===== src/rtl/spi_cfg_sequencer.sv =====
`timescale 1ns/1ps
// spi_cfg_sequencer
// Walks a host-loaded table of (register address, data) pairs and issues one SPI
// write per entry, optionally followed by a read-back compare with bounded retry.
// Reports progress, completion and verify failures to the host.
//
// state    | meaning
// ---------+-----------------------------------------------------------------
// S_IDLE   | waiting for start; table writable
// S_FETCH  | load table[ptr] onto spi_addr/spi_wdata, rearm retry budget
// S_WRITE  | spi_wr_req high until spi_done
// S_GAP_W  | forced idle after a write so SPI_EN can deassert
// S_READ   | spi_rd_req high until spi_done; read-back byte captured
// S_GAP_R  | forced idle after a read
// S_CHECK  | compare read-back with written data; retry, flag error or move on
// S_NEXT   | advance ptr; fetch the next entry or finish
// S_FINISH | issue the done pulse and drop busy on the way back to idle
module spi_cfg_sequencer #(
  parameter int DEPTH     = 16,
  parameter int MAX_RETRY = 2,
  parameter int GAP       = 2,
  localparam int AW       = $clog2(DEPTH)
) (
  input  logic          FSM_Clk,
  input  logic          Reset,
  input  logic          tbl_we,
  input  logic [AW-1:0] tbl_idx,
  input  logic [6:0]    tbl_addr,
  input  logic [7:0]    tbl_data,
  input  logic [AW:0]   n_pairs,
  input  logic          verify_en,
  input  logic          start,
  output logic          spi_wr_req,
  output logic          spi_rd_req,
  output logic [6:0]    spi_addr,
  output logic [7:0]    spi_wdata,
  input  logic          spi_done,
  input  logic [7:0]    spi_rdata,
  output logic          busy,
  output logic          done,
  output logic          err,
  output logic [7:0]    err_cnt,
  output logic [6:0]    fail_addr,
  output logic [AW:0]   ptr
);

  localparam int RW = (MAX_RETRY > 0) ? $clog2(MAX_RETRY + 1) : 1;
  localparam int GW = (GAP > 1) ? $clog2(GAP) : 1;
  localparam logic [RW-1:0] RETRY_INIT = RW'(MAX_RETRY);
  localparam logic [GW-1:0] GAP_INIT   = GW'(GAP - 1);
  localparam logic [AW:0]   DEPTH_W    = (AW+1)'(DEPTH);

  typedef enum logic [3:0] {
    S_IDLE, S_FETCH, S_WRITE, S_GAP_W, S_READ, S_GAP_R, S_CHECK, S_NEXT, S_FINISH
  } state_t;

  state_t state, state_nxt;

  logic [6:0]    tbl_addr_mem [DEPTH];
  logic [7:0]    tbl_data_mem [DEPTH];
  logic [AW:0]   cnt;
  logic [AW:0]   n_clamp;
  logic [AW:0]   ptr_inc;
  logic          verify_q;
  logic [RW-1:0] retry_left;
  logic [GW-1:0] gap_cnt;
  logic [7:0]    rdata_q;
  logic          rd_match;

  assign n_clamp  = (n_pairs > DEPTH_W) ? DEPTH_W : n_pairs;
  assign ptr_inc  = ptr + (AW+1)'(1);
  assign rd_match = (rdata_q == spi_wdata);

  // Host table writes; locked out while a run is walking the table. Not reset.
  always_ff @(posedge FSM_Clk) begin
    if (tbl_we && !busy) begin
      tbl_addr_mem[tbl_idx] <= tbl_addr;
      tbl_data_mem[tbl_idx] <= tbl_data;
    end
  end

  // State register.
  always_ff @(posedge FSM_Clk) begin
    if (Reset) state <= S_IDLE;
    else       state <= state_nxt;
  end

  // Next-state decode; request levels come straight from the state.
  always_comb begin
    state_nxt  = state;
    spi_wr_req = 1'b0;
    spi_rd_req = 1'b0;
    case (state)
      S_IDLE:   if (start) state_nxt = (n_clamp == '0) ? S_FINISH : S_FETCH;
      S_FETCH:  state_nxt = S_WRITE;
      S_WRITE: begin
        spi_wr_req = 1'b1;
        if (spi_done) state_nxt = S_GAP_W;
      end
      S_GAP_W:  if (gap_cnt == '0) state_nxt = verify_q ? S_READ : S_NEXT;
      S_READ: begin
        spi_rd_req = 1'b1;
        if (spi_done) state_nxt = S_GAP_R;
      end
      S_GAP_R:  if (gap_cnt == '0) state_nxt = S_CHECK;
      S_CHECK: begin
        if (!rd_match && retry_left != '0) state_nxt = S_WRITE;
        else                               state_nxt = S_NEXT;
      end
      S_NEXT:   state_nxt = (ptr_inc < cnt) ? S_FETCH : S_FINISH;
      S_FINISH: state_nxt = S_IDLE;
      default:  state_nxt = S_IDLE;
    endcase
  end

  // Datapath: run setup, entry fetch, gap timer, read-back capture and error bookkeeping.
  always_ff @(posedge FSM_Clk) begin
    if (Reset) begin
      cnt        <= '0;
      verify_q   <= 1'b0;
      ptr        <= '0;
      spi_addr   <= '0;
      spi_wdata  <= '0;
      retry_left <= '0;
      gap_cnt    <= '0;
      rdata_q    <= '0;
      err        <= 1'b0;
      err_cnt    <= '0;
      fail_addr  <= '0;
      busy       <= 1'b0;
      done       <= 1'b0;
    end else begin
      done <= 1'b0;
      case (state)
        S_IDLE: begin
          if (start) begin
            cnt      <= n_clamp;
            verify_q <= verify_en;
            ptr      <= '0;
            err      <= 1'b0;
            err_cnt  <= '0;
            busy     <= 1'b1;
          end
        end
        S_FETCH: begin
          spi_addr   <= tbl_addr_mem[ptr[AW-1:0]];
          spi_wdata  <= tbl_data_mem[ptr[AW-1:0]];
          retry_left <= RETRY_INIT;
        end
        S_WRITE: if (spi_done) gap_cnt <= GAP_INIT;
        S_READ: begin
          if (spi_done) begin
            rdata_q <= spi_rdata;
            gap_cnt <= GAP_INIT;
          end
        end
        S_GAP_W, S_GAP_R: if (gap_cnt != '0) gap_cnt <= gap_cnt - GW'(1);
        S_CHECK: begin
          if (!rd_match) begin
            if (retry_left != '0) begin
              retry_left <= retry_left - RW'(1);
            end else begin
              err       <= 1'b1;
              fail_addr <= spi_addr;
              if (err_cnt != 8'hFF) err_cnt <= err_cnt + 8'd1;
            end
          end
        end
        S_NEXT:   ptr <= ptr_inc;
        S_FINISH: begin
          done <= 1'b1;
          busy <= 1'b0;
        end
        default: ;
      endcase
    end
  end

endmodule


===== config.mk =====
export PLATFORM = sky130hd
export DESIGN_NAME = spi_cfg_sequencer
export DESIGN_NICKNAME = d
export VERILOG_FILES = /design/src/rtl/spi_cfg_sequencer.sv
export SDC_FILE = /design/constraint.sdc
export NUM_CORES = 1
export LEC_CHECK = 0
export CAP_MARGIN = 20
export CORE_ASPECT_RATIO = 0.5
export CORE_MARGIN = 5
export CORE_UTILIZATION = 45
export CTS_CLUSTER_SIZE = 14
export DETAILED_ROUTE_END_ITERATION = 10
export PLACE_DENSITY = 0.59
export SLEW_MARGIN = 20
export SYNTH_ARGS = -nofsm -noshare
export SYNTH_HDL_FRONTEND = slang
export SYNTH_SLANG_ARGS = --single-unit

===== constraint.sdc =====
create_clock -name FSM_Clk -period 3.4 [get_ports FSM_Clk]
set_input_delay 0.34 -clock FSM_Clk [delete_from_list [all_inputs] [get_ports FSM_Clk]]
set_output_delay 0.34 -clock FSM_Clk [all_outputs]
set_load 0.02 [all_outputs]

* Yosys cells after proc, flatten, opt, wreduce, memory -nomap -nowiden
Memory sizes are Yosys's and may differ from the RTL's. A register that Yosys moved wholly into a read port is not among the register bits.
Cells that the tools add are included.
** Word-level totals
- Flip-flop bits (word level) :: 44
- Latch bits :: 0
- Memory bits (writable) :: 240
- Memory bits (read-only) :: 0
- Input port bits :: 38
- Output and inout port bits :: 40
- Logic and storage cells :: 101
- Memories kept :: 2
** Memories
- tbl_data_mem :: words 16, width 8, rd ports 1, clocked after Yosys merged registers in 1, write ports 1, line 60 : logic [7:0] tbl_data_mem [DEPTH];
- tbl_addr_mem :: words 16, width 7, rd ports 1, clocked after Yosys merged registers in 1, write ports 1, line 59 : logic [6:0] tbl_addr_mem [DEPTH];
** Cells by class
- Add/subtract/negate cells :: 4
- Multiply operators :: 0
- Div/mod/pow operators :: 0
- Magnitude comparators :: 2
- Eq/ne operators :: 20
- Shifts and indexed selects :: 0
- Multiplexer cells :: 35
- Bitwise logic cells :: 2
- Reductions and logical operators :: 24
** Operators by type and width (count)
- $mux W8 :: 4
- $pmux W4 S8 :: 1
- $mux W4 :: 7
- $ne A2 B2 Y1 const B :: 9
- $eq A4 B3 Y1 const B :: 4
- $pmux W8 S2 :: 1
- $reduce_bool A2 Y1 :: 6
- $mux W1 :: 11
- $mux W5 :: 2
- $pmux W5 S2 :: 1
- $reduce_and A2 Y1 :: 5
- $reduce_and A5 Y1 :: 2
- $add A8 B1 Y8 const B :: 1
- $eq A4 B2 Y1 const B :: 2
- $eq A8 B8 Y1 :: 1
- $ne A8 B8 Y1 const B :: 1
- $mux W2 :: 3
- $pmux W1 S2 :: 3
- $reduce_and A3 Y1 :: 2
- $add A5 B1 Y5 const B :: 1
- $gt A5 B5 Y1 const B :: 1
- $logic_not A5 Y1 :: 1
- $lt A5 B5 Y1 :: 1
- $eq A4 B1 Y1 const B :: 1
- other kinds (12) :: 16

* Depth between registers and ports, before layout
Gate-level depths: netlist of run 1.
- Word-level depth :: 6
- Gate-level depth with buffers :: 11
- Gate-level depth less buffers :: 8

* Worst setup path after synthesis of run 1
Ideal clock, no wire load.
- Kind :: flip-flop to flip-flop
- Start point :: register ptr[0]
- End point :: register state[3]
- Setup time :: 116 ps
- Arrival time :: 2500 ps
- Data required time :: 3284 ps
- Setup slack :: 785 ps
- Stages on the path, launching flop included :: 12
- Path buffers :: 4
- Period minus slack after synthesis :: 2615 ps
- Cells stage by stage :: dfxtp_1 buf_4 buf_4 buf_4 buf_4 nand3_1 xnor2_1 ha_1 a211oi_1 a21oi_1 a22o_1 and3_1
** Between the ends
- Cells in the longest elaborated chain, start to end :: 4
** RTL lines
- start, declared :: line 44 : output logic [AW:0] ptr
- start signal, assigned :: line 169 : S_NEXT: ptr <= ptr_inc;
- $add A5 B1 Y5 :: line 71 : assign ptr_inc = ptr + (AW+1)'(1);
- $lt A5 B5 Y1 :: line 110 : S_NEXT: state_nxt = (ptr_inc < cnt) ? S_FETCH : S_FINISH;
- $mux W4 :: line 110
- $pmux W4 S8 :: line 93 : case (state)
- end signal, assigned :: line 85 : else state <= state_nxt;
- end, declared :: line 57 : state_t state, state_nxt;
No other way between the ends.
A chain may end at the register's enable or synchronous reset.

* Final worst setup path of run 1
- Start point :: register state[2]
- End point :: output spi_rd_req
** Between the ends
- Cells in the longest elaborated chain, start to end :: 2
** RTL lines
- $eq A4 B3 Y1 :: line 93
- $mux W1 :: line 93
- end, declared :: line 34 : output logic spi_rd_req,
No other way between the ends.

==> results of run 1 <==
[cells in the mapped netlist, drive strengths merged (2+ instances only)]
cell type  instances
inv                8
nor2              45
a211oi             5
mux2               8
a21oi             32
a2111oi            2
a32oi              7
edfxtp           240
buf               17
xor2               9
nand2             35
mux4              53
xnor2              6
or2                3
nand3             21
nor2b              2
ha                 7
nor3b              4
nand2b            14
clkbuf            17
a31oi              2
nor4               6
o21ai             19
and3               4
dfxtp             59
nor3              10
a22oi             15
mux2i             39
nand4              2
[metrics by stage]
step	utilization, %	cells	setup slack, ps	power, mW	hold WS (ps)
after global placement	50.19	1123	947.7	4.765	443.5
after detailed placement	50.20	1123	1056	4.778	457.8
final	53.49	1170	806.3	7.682	355.3
after floorplan	-	704	784.8	4.504	436.3
after CTS	53.49	1170	768.1	7.761	331.2
after global routing	53.49	1170	669.5	7.965	353.6
[how the worst min path moves through the flow]
stage | start | endpoint | slack (ps) | cells past startpoint
floorplan | cnt[4] | cnt[4] | 440 | 2
global placement | cnt[4] | cnt[4] | 440 | 2
detailed placement | retry_left[0] | retry_left[0] | 460 | 2
CTS | spi_rdata[3] | rdata_q[3] | 330 | 3
global route | spi_rdata[3] | rdata_q[3] | 350 | 3
finish | spi_rdata[3] | rdata_q[3] | 360 | 3
[power groups by stage]
stage,registers [mW],clock network [mW],logic [mW]
2_1_floorplan,4.19,0,0.317
3_3_place_gp,4.21,0,0.559
3_5_place_dp,4.21,0,0.569
4_1_cts,4.13,3.06,0.571
5_1_grt,4.14,3.22,0.611
6_report,4.13,2.99,0.565
[logic make-up after synthesis]
| group | Yosys count | synth area share, % |
|---|---|---|
| muxes | 100 | 14.12 |
| AOI/OAI and AO/OA | 89 | 5.032 |
| adders and majority gates | 7 | 0.7384 |
| buffers and inverters | 42 | 1.667 |
| DFF | 299 | 70.72 |
| xor gates and xnor gates | 15 | 1.108 |
| and+or+nand+nor | 152 | 6.615 |
[layer usage]
layer | vias to the layer above | wire length, microns | part of all wire (%)
met4 | 0 | 480 | 1.9
li1 | 2960 | - | -
met1 | 3335 | 11900 | 46
met3 | 35 | 1949 | 7.5
met5 | - | 0 | 0
met2 | 183 | 11490 | 45
[registers in the layout (all words and copies together), names as in the netlist]
signal,cells
tbl_data_mem,128
verify_q,1
fail_addr,7
err,1
ptr,5
spi_addr,7
busy,1
cnt,5
rdata_q,8
retry_left,2
done,1
spi_wdata,8
err_cnt,8
state,4
gap_cnt,1
tbl_addr_mem,112
[worst max-delay path, stage by stage (launching register included)]
cell and delay, ps:
dfxtp_1 610, nand2b_1 170, nor3_2 130, buf_4 180, clkdlybuf4s50_1 610
[area by class of cell]
type	instances	area [sq um]	area share [%]
sequential	299	8394	59.96
inverter	8	30.03	0.2145
clock inverter	15	125.1	0.8937
multi-input combinational	363	3297	23.55
tap	352	440.4	3.146
timing repair buffer	101	975.9	6.971
clock buffer	32	737.0	5.264
==> out/metrics.csv, run 1 <==
metric;value;unit
wirelength;25.82;mm
drtAntennaViolNets;0;
insertion_delay;550;ps
slew_violations;0;
endpoint;spi_rd_req;
maxSlewHeadroom;45.12;%
grt_pass1_wl;39.36;mm
numCtsBuffers;28;
syn-cell-area;0.01186;sq mm
fillerInstances;2075;
grt_antenna_before_repair;1;
tns;0;ps
row_count;42;
synthToLayoutAreaGrowth;18.04;%
cp.arrival;2250;ps
cts_hold_buf;0;
vias;6513;
async_reset_ff_share;0;%
yosysSeqAreaShare;70.72;%
detail_route.iter0.violations;644;
rsz0062_at_grt;no;
synth.distinct_cells;52;
place_area;0.01314;sq mm
avgSynthCellArea;16.85;sq um
yosysTopAreaCell;edfxtp_1;
outcome;finished clean;
layout-drive-gt1-share;17.48;%
clock-sinks;299;
yosys_warnings;0;
synth_cells;704;
io_buffers;77;
grt.met3_usage;4.336;%
layout_commonest_cell;edfxtp_1;
clock_power_share;38.9;%
post_cts_resized;0;
worst_clock_skew;16.25;ps
ys_ff_latch;299;
die_height;124.8;microns
synth_area_leaders;edfxtp_1 61%, mux4_2 10%, dfxtp_1 10%, mux2i_1 3.3%, nor2_1 1.4%;
dp_hpwl;16.33;mm
hold_viol;0;
worst_pin_slew;822.4;ps
startpoint_type;flop;
comb_power_share;7.4;%
clock_path_buffers;3;
mostFrequentLayoutCells;240 x edfxtp_1, 77 x clkdlybuf4s50_1, 56 x dfxtp_1;
seqPwrFrac;53.8;%
swShare;22.53;%
p_int;5.951;mW
p_leak;4.392;nW
min_period;2594;ps
r2r-end;spi_addr[6];
grt_remaining_overflow;0;
cts_tree;done;
core;0.02617;sq mm
r2r_start;ptr[0];
dieArea;0.02990;sq mm
drtPass1Iterations;5;
grt_pass1_vias;6480;
gp_congestion;0.7902;
syn_nets;749;
hp-class;input pin to flop;
io_pins;78;
path_max_fanout;13;
drc;0;
crit_start;state[2];
met1_usage;25.78;%
grt_usage;17.20;%
use_met2;25.68;%
ir_drop;0.4428;mV
end_kind;output pin;
p_per_area;548.7;mW/mm^2
finalSetupViolations;0;
required;3060;ps
post-route-period-util;76.28;%
clk_pin_slew;60;ps
wl_per_cell;22.06;microns
postLayoutCellArea;0.01400;sq mm
start_util;45.32;%
cts-root-buf;clkbuf_16;
synth-edff-count;240;
drv_cap;0;
grt_busiest_layer;met1;
synth_top_area_share;60.77;%
htreeDepth;1;
antennaDiodeCount;0;
die_w;239.6;microns
viasPerCell;5.567;
worstRegToRegCells;4;
ff2ff_setup_slack;1060;ps
ys.flop_type;edfxtp_1;
power.switching;1.731;mW
post_cts_buffers;0;
critPathKind;flop to output pin;
max_freq;385.6;MHz
grt_max_degree;57;
final_net_count;846;
No activity file was read; power rests on OpenSTA's default activity.
==> run 2: changes to the inputs <==
--- a/config.mk
+++ b/config.mk
@@ -11,7 +11,7 @@
 export CORE_UTILIZATION = 45
 export CTS_CLUSTER_SIZE = 14
 export DETAILED_ROUTE_END_ITERATION = 10
-export PLACE_DENSITY = 0.59
+export PLACE_DENSITY = 0.62
 export SLEW_MARGIN = 20
 export SYNTH_ARGS = -nofsm -noshare
 export SYNTH_HDL_FRONTEND = slang
==> constraint.sdc (replaced) <==
create_clock -name FSM_Clk -period 2.3 [get_ports FSM_Clk]
set_input_delay 0.23 -clock FSM_Clk [delete_from_list [all_inputs] [get_ports FSM_Clk]]
set_output_delay 0.23 -clock FSM_Clk [all_outputs]
set_load 0.02 [all_outputs]
==> out/metrics.csv, run 2 (synthesized netlist as in run 1, its figures left out) <==
metric;value;unit;change
top_regs;tbl_data_mem: 128 flops, tbl_addr_mem: 112 flops;;unchanged
startpoint_type;flop;;unchanged
fillerInstances;2065;;was 2075
wl_per_cell;21.67;microns;was 22.06 microns
p_leak;4.519;nW;was 4.392 nW
met1_usage;26.04;%;was 25.78%
grt_max_degree;58;;was 57
ir_drop;0.5410;mV;was 0.4428 mV
finalSetupViolations;0;;unchanged
required;2070;ps;was 3060 ps
viasPerCell;5.510;;was 5.567
htreeDepth;1;;unchanged
row_count;42;;unchanged
drtPass1Iterations;5;;unchanged
core;0.02617;sq mm;unchanged
largest_reg_flops;128;;unchanged
grt_pass1_wl;39.98;mm;was 39.36 mm
path_max_fanout;12;;was 13
drv_cap;0;;unchanged
vias;6601;;was 6513
hold_viol;0;;unchanged
insertion_delay;550;ps;about the same
min_period;2200;ps;
ff2ff_setup_slack;340;ps;was 1060 ps
cp.arrival;1970;ps;was 2250 ps
hp-class;input pin to flop;;unchanged
top_register;tbl_data_mem;;unchanged
antennaDiodeCount;0;;unchanged
grt_usage;17.38;%;was 17.20%
cts_hold_buf;0;;unchanged
synthToLayoutAreaGrowth;19.55;%;was 18.04%
wirelength;25.96;mm;was 25.82 mm
worst_clock_skew;26.77;ps;was 16.25 ps
clock_path_buffers;3;;unchanged
clock-sinks;299;;unchanged
use_met2;26.10;%;was 25.68%
grt.met3_usage;4.491;%;was 4.336%
crit_slowest_cell;clkdlybuf4s50_1;;was dfxtp_1
max_stage_delay;660;ps;was 610 ps
io_pins;78;;unchanged
drtAntennaViolNets;0;;unchanged
dieArea;0.02990;sq mm;unchanged
grt_antenna_before_repair;1;;unchanged
max_freq;454.5;MHz;
drc;0;;unchanged
grt_busiest_layer;met2;;was met1
total_power;11.32;mW;was 7.682 mW
final_net_count;872;;was 846
slew_violations;0;;unchanged
critPathKind;flop to output pin;;unchanged
hold_ws;260.7;ps;was 355.3 ps
numCtsBuffers;27;;was 28
cts_tree;done;;unchanged
outcome;finished clean;;unchanged
clk_pin_slew;60;ps;about the same
rsz0062_at_grt;no;;unchanged
grt_remaining_overflow;0;;unchanged
layout-drive-gt1-share;20.21;%;was 17.48%
detail_route.iter0.violations;541;;was 644
worst_pin_slew;570.9;ps;was 822.4 ps
die_w;239.6;microns;unchanged
start_util;45.32;%;unchanged
end_kind;output pin;;unchanged
maxSlewHeadroom;61.82;%;was 45.12%
io_buffers;77;;unchanged
grt_pass1_vias;6712;;was 6480
mostFrequentLayoutCells;240 x edfxtp_1, 76 x clkdlybuf4s50_1, 53 x mux4_2, 53 x dfxtp_1, 48 x buf_4;;was 240 x edfxtp_1, 77 x clkdlybuf4s50_1, 56 x dfxtp_1
post_cts_buffers;0;;unchanged
post-route-period-util;95.67;%;
layout_commonest_cell;edfxtp_1;;unchanged
dp_hpwl;16.65;mm;was 16.33 mm
p_per_area;798.5;mW/mm^2;was 548.7 mW/mm^2
cts-root-buf;clkbuf_16;;unchanged
die_height;124.8;microns;unchanged
cp_cell_sequence;nor4_1, clkdlybuf4s50_1;;was nand2b_1, nor3_2, buf_4, clkdlybuf4s50_1
gp_congestion;0.8135;;was 0.7902
[run 2: cell type report]
type	count	area, sq um	area share (%)
clock inverters	9	75.07	0.5295
well taps	352	440.4	3.106
flip-flops and latches	299	8398	59.23
multi-input cells	363	3294	23.24
repair buffers	128	1190	8.392
inverters	8	30.03	0.2118
clock buffers	39	750.7	5.295
[run 2: power by group]
group | internal [mW] | switching [mW] | total (mW)
Combinational | 0.397 | 0.553 | 0.949
Clock | 2.37 | 1.89 | 4.26
Sequential | 5.97 | 0.141 | 6.11
[run 2: path summary, 6_finish.rpt]
kind / cells after the start / to / from
setup / recovery: 2 / spi_wr_req / state[3]
hold / removal: 3 / rdata_q[0] / spi_rdata[0]
setup reg to reg: 5 / spi_addr[5] / ptr[0]
hold reg to reg: 2 / rdata_q[5] / rdata_q[5]
[run 2: per-stage QoR]
step	std cells	TNS, ps	worst slack, ps	instance area (sq um)	utilization, %
after CTS	1198	0	8.891	14180	54.17
after floorplan	704	-31.68	-31.68	11890	-
after global placement	1150	0	303.2	13350	51.01
final	1198	0	99.54	14180	54.18
after global routing	1198	0	11.58	14180	54.18
after detailed placement	1150	0	284.4	13350	51.01
[run 2: routing by layer]
layer / up-vias / wire length (microns)
met5: - / 0
met3: 28 / 1916
met1: 3375 / 12020
met4: 0 / 360
met2: 189 / 11670
li1: 3009 / -
[run 2: critical path, delay by kind of cell, from the launching register on]
family	cells	cell delay, ps
buf+inv	1	660
flops	1	440
simple gates	1	340
[run 2: timing repair]
action | 4_1_cts | 5_1_grt
setup endpoints to repair | 1 | 1
pin swaps | 0 | 0
resized for setup | 2 | 2
